<file path="config.mk">
export PLATFORM = sky130hd
export DESIGN_NAME = elastic_pipe
export DESIGN_NICKNAME = d
export VERILOG_FILES = /design/src/rtl/elastic_pipe.sv
export SDC_FILE = /design/constraint.sdc
export NUM_CORES = 1
export LEC_CHECK = 0
export CORE_ASPECT_RATIO = 0.7
export CORE_MARGIN = 3
export CORE_UTILIZATION = 43
export DETAILED_ROUTE_END_ITERATION = 16
export GPL_ROUTABILITY_DRIVEN = 0
export PLACE_DENSITY = 0.75
export SYNTH_ARGS = -nofsm -noshare
export SYNTH_HDL_FRONTEND = slang
export SYNTH_SLANG_ARGS = --single-unit
</file>
<file path="constraint.sdc">
create_clock -name clk -period 1.7 [get_ports clk]
set_clock_uncertainty 0.1 [all_clocks]
set_input_delay 0.255 -clock clk [delete_from_list [all_inputs] [get_ports clk]]
set_output_delay 0.255 -clock clk [all_outputs]
set_load 0.05 [all_outputs]
</file>
<file path="src/rtl/elastic_pipe.sv">
// rtl/elastic_pipe.sv - multi-stage valid/ready pipeline register with bubble collapse, flush and occupancy count
module elastic_pipe #(
  parameter int DATAW = 32,
  parameter int DEPTH = 2,
  localparam int CNTW = (DEPTH < 1) ? 1 : $clog2(DEPTH + 1)
) (
  input  logic             clk,
  input  logic             rst,
  input  logic             flush,
  input  logic             in_valid,
  input  logic [DATAW-1:0] in_data,
  output logic             in_ready,
  output logic             out_valid,
  output logic [DATAW-1:0] out_data,
  input  logic             out_ready,
  output logic [CNTW-1:0]  count
);

  if (DEPTH == 0) begin : g_pass
    logic unused_clk_rst;
    assign unused_clk_rst = ^{clk, rst};
    assign in_ready  = out_ready & ~flush;
    assign out_valid = in_valid & ~flush;
    assign out_data  = in_data;
    assign count     = '0;
  end else begin : g_pipe
    logic [DEPTH-1:0] valid_r;
    logic [DEPTH-1:0] valid_nxt;
    logic [DEPTH-1:0] rdy;
    logic [DATAW-1:0] data_r [DEPTH];
    logic             tail_full;
    logic [CNTW-1:0]  cnt_nxt;
    logic [CNTW-1:0]  count_r;

    // rdy[i] unrolled: a stage may load unless it and every stage ahead are full and stalled
    always_comb begin
      rdy       = '0;
      tail_full = 1'b1;
      for (int i = DEPTH - 1; i >= 0; i--) begin
        tail_full = tail_full & valid_r[i];
        rdy[i]    = out_ready | ~tail_full;
      end
    end

    for (genvar i = 0; i < DEPTH; i++) begin : g_stage
      logic             src_valid;
      logic [DATAW-1:0] src_data;
      logic             v_q;
      logic [DATAW-1:0] d_q;

      if (i == 0) begin : g_src_in
        assign src_valid = in_valid;
        assign src_data  = in_data;
      end else begin : g_src_prev
        assign src_valid = valid_r[i-1];
        assign src_data  = data_r[i-1];
      end

      assign valid_nxt[i] = flush ? 1'b0 : (rdy[i] ? src_valid : v_q);

      always_ff @(posedge clk or negedge rst) begin
        if (!rst) begin
          v_q <= 1'b0;
          d_q <= '0;
        end else begin
          v_q <= valid_nxt[i];
          if (!flush && rdy[i] && src_valid) begin
            d_q <= src_data;
          end
        end
      end

      assign valid_r[i] = v_q;
      assign data_r[i]  = d_q;
    end

    always_comb begin
      cnt_nxt = '0;
      for (int i = 0; i < DEPTH; i++) begin
        cnt_nxt = cnt_nxt + CNTW'(valid_nxt[i]);
      end
    end

    always_ff @(posedge clk or negedge rst) begin
      if (!rst) begin
        count_r <= '0;
      end else begin
        count_r <= cnt_nxt;
      end
    end

    assign in_ready  = rdy[0] & ~flush;
    assign out_valid = valid_r[DEPTH-1] & ~flush;
    assign out_data  = data_r[DEPTH-1];
    assign count     = count_r;
  end

endmodule

</file>
==> results of run 1 <==
==> Yosys cell counts <==
| master | instances | area (um^2) |
|---|---|---|
| ha_1 | 1 | 12.51 |
| nor2_1 | 5 | 18.77 |
| and3b_1 | 1 | 8.760 |
| nor2b_1 | 1 | 6.260 |
| buf_2 | 3 | 15.01 |
| buf_6 | 1 | 11.26 |
| dfrtp_1 | 68 | 1702 |
| nor3b_2 | 1 | 12.51 |
| and2b_1 | 1 | 7.510 |
| mux2_4 | 30 | 450.4 |
| buf_12 | 3 | 60.06 |
| or3b_1 | 1 | 8.760 |
| mux2_2 | 34 | 382.9 |
==> worst max-delay path, stage by stage, from the launching register on <==
cell	delay [ns]
dfrtp_1	0.39
and3b_2	0.23
or3b_4	0.44
buf_12	0.19
mux2_4	0.30
==> flip-flops by register name, indices dropped and copies added (netlist names) <==
name	count
count	2
g_pipe.g_stage.v_q	2
out_data	32
g_pipe.g_stage.d_q	32
==> layer usage <==
metal  vias up  global-route usage (%)
met5         -                       0
met4         0                   6.278
met3        10                   6.628
met2        48                   21.01
met1       739                   20.89
li1        708                       -
==> timing repair <==
action | 4_1_cts | 5_1_grt
hold endpoints to repair | 68 | 0
hold buffers | 1 | 0
gates resized for setup | 4 | 2
buffers inserted | 0 | 1
pin swaps | 0 | 1
endpoints found under the setup margin | 53 | 64
cloned | 0 | 2
==> area by class of cell <==
type                            instances  area share [%]
Clock buffer                            9           3.301
Clock inverter                          7           2.067
Multi-Input combinational cell         75           24.67
Sequential cell                        68           45.35
Tap cell                               75           2.501
Timing Repair Buffer                   85           22.11
==> power breakdown <==
| group | switching [uW] | internal, uW |
|---|---|---|
| logic | 1140 | 752 |
| clock network | 640 | 684 |
| registers | 194 | 1970 |
==> worst min path at each step <==
stage | start | cells past startpoint | endpoint
final | rst | 3 | out_data[22]
after global routing | rst | 3 | g_pipe.g_stage[0].d_q[22]
after CTS | rst | 3 | out_data[22]
after detailed placement | rst | 2 | out_data[22]
after global placement | rst | 2 | out_data[24]
after floorplan | rst | 0 | count[0]
==> cells by family (layout without fill, tap and decap cells) <==
kind of cell	after synthesis	count (layout)	share of synthesized area, %
buffers and inverters	7	101	3.202
and+or+nand+nor	10	10	2.321
DFF	68	68	63.11
muxes	64	64	30.90
adders and majority gates	1	1	0.4640
==> stage by stage <==
stage | instances | hold slack, ns
after floorplan | 150 | -0.1406
after global placement | 299 | 0.2001
after detailed placement | 299 | 0.2032
after CTS | 316 | 0.3553
after global routing | 319 | 0.3860
final | 319 | 0.3598
==> qor.csv, run 1 <==
stage;metric;value;unit
floorplanning;initial_core_util;45.71;%
synthesis;syn_area;2696;um^2
pwr;ir_drop;0.7721;mV
clocking;clockBufferDepth;2;
worst_setup_path;path_max_fanout;14;
detailed_routing;met3_length;382;um
detailed_routing;vias_per_cell;4.718;
detailed_routing;met1Wirelength;2.490;mm
final_layout;drive_gt1_share;54.51;%
status;status;complete, but fails checks;
clocking;cts_made_buffers;9;
final_layout;regArea;1702;um^2
flow_run;maxCapViolCount;0;
detailed_routing;wire_per_inst;16.32;um
final_layout;multiInputGateArea;925.9;um^2
place;dpl_cell_area;3478;um^2
worst_setup_path;endpoint;g_pipe.g_stage[0].d_q[28];
synthesis;avgSynthCellArea;17.98;um^2
timing;setup_viol;59;
worst_setup_path;crit_type;flip-flop to flip-flop;
grt;grt_max_degree;69;
clocking;clk_pin_slew;0.07;ns
place;io_buffers;72;
final_layout;finalInstanceArea;3752;um^2
detailed_routing;dr.pass1.iters;4;
clocking;htree_num_levels;3;
final_layout;final_cell_mix;68 x dfrtp_1, 38 x buf_4, 35 x clkdlybuf4s50_1;
detailed_routing;drt_iter0_drc;40;
worst_setup_path;reg2reg_to;g_pipe.g_stage[0].d_q[28];
grt;grt_pass1_wl;8.314;mm
worst_setup_path;rrSetupSlack;-0.07;ns
final_layout;final_common_cell;dfrtp_1;
final_layout;final_core_util;63.61;%
grt;first_global_vias;1668;
clocking;clock-root-buffer;clkbuf_8;
timing;period_share;104.2;%
floorplanning;die_h;72.25;um
floorplanning;core_area;5899;um^2
synthesis;synthCells;150;
detailed_routing;drc_errors;0;
timing;tightest_slew;0.3519;ns
detailed_routing;top_layer;met4;
synthesis;yosysSeqAreaShare;63.11;%
pwr;total_power;5375;uW
final_layout;syn_to_final_growth;39.16;%
timing;period_needed;1.771;ns
synthesis;yosysWarnings;0;
synthesis;ys_ff_latch;68;
synthesis;syn_nets;188;
status;violations;setup timing;
worst_setup_path;end_kind;flip-flop;
grt;grtUsageTotal;15.17;%
hold_path;min_path_type;input pin to async pin;
timing;final-max-slew-violation-count;0;
clocking;cts_tree;done;
grt;antenna_found_initial;0;
worst_setup_path;cp-startpoint;g_pipe.g_stage[0].v_q;
timing;rsz0062_at_grt;yes;
final_layout;fin_nets;277;
place;hpwl;3.390;mm
detailed_routing;antenna_left;0;
floorplanning;io_pins;73;
worst_setup_path;critPathArrivalTime;1.90;ns
detailed_routing;vias;1505;
floorplanning;placementRows;23;
place;pre_cts_slack;-0.4667;ns
timing;max_freq;0.5646;GHz
worst_setup_path;reg2reg_from;g_pipe.g_stage[0].v_q;
floorplanning;die_w;100.6;um
final_layout;fillers;432;
worst_setup_path;cp.required;1.82;ns
final_layout;antenna_cells;0;
synthesis;synthDistinctLibCells;13;
grt;grt_overflow;0;
timing;tns;-1.770;ns
timing;worst_slack;-0.07112;ns
pwr;power.density;1433;nW/um^2
worst_setup_path;critPathLaunchType;flip-flop;
timing;relSlewSlack;76.54;%
detailed_routing;wl_met2;2.237;mm
worst_setup_path;reg2regPathDepth;4;
clocking;clock_latency;0.33;ns
clocking;cts_sinks;68;
timing;finalHoldViolCount;0;
pwr;p_leak;0.001770;uW
floorplanning;die_area;7272;um^2
detailed_routing;totalWireLength;5.206;mm
Note: power is estimated with default switching activity, not from simulation.
==> run 2: changes to the inputs <==
Settings changed: SLEW_MARGIN set to 20.
==> results of run 2 <==
The final DEF is identical to that of run 1; final timing and power are the same.
==> run 3: changes to the inputs <==
Settings changed: CTS_CLUSTER_DIAMETER set to 200.
==> results of run 3 <==
The final DEF is identical to that of run 1; final timing and power are the same.
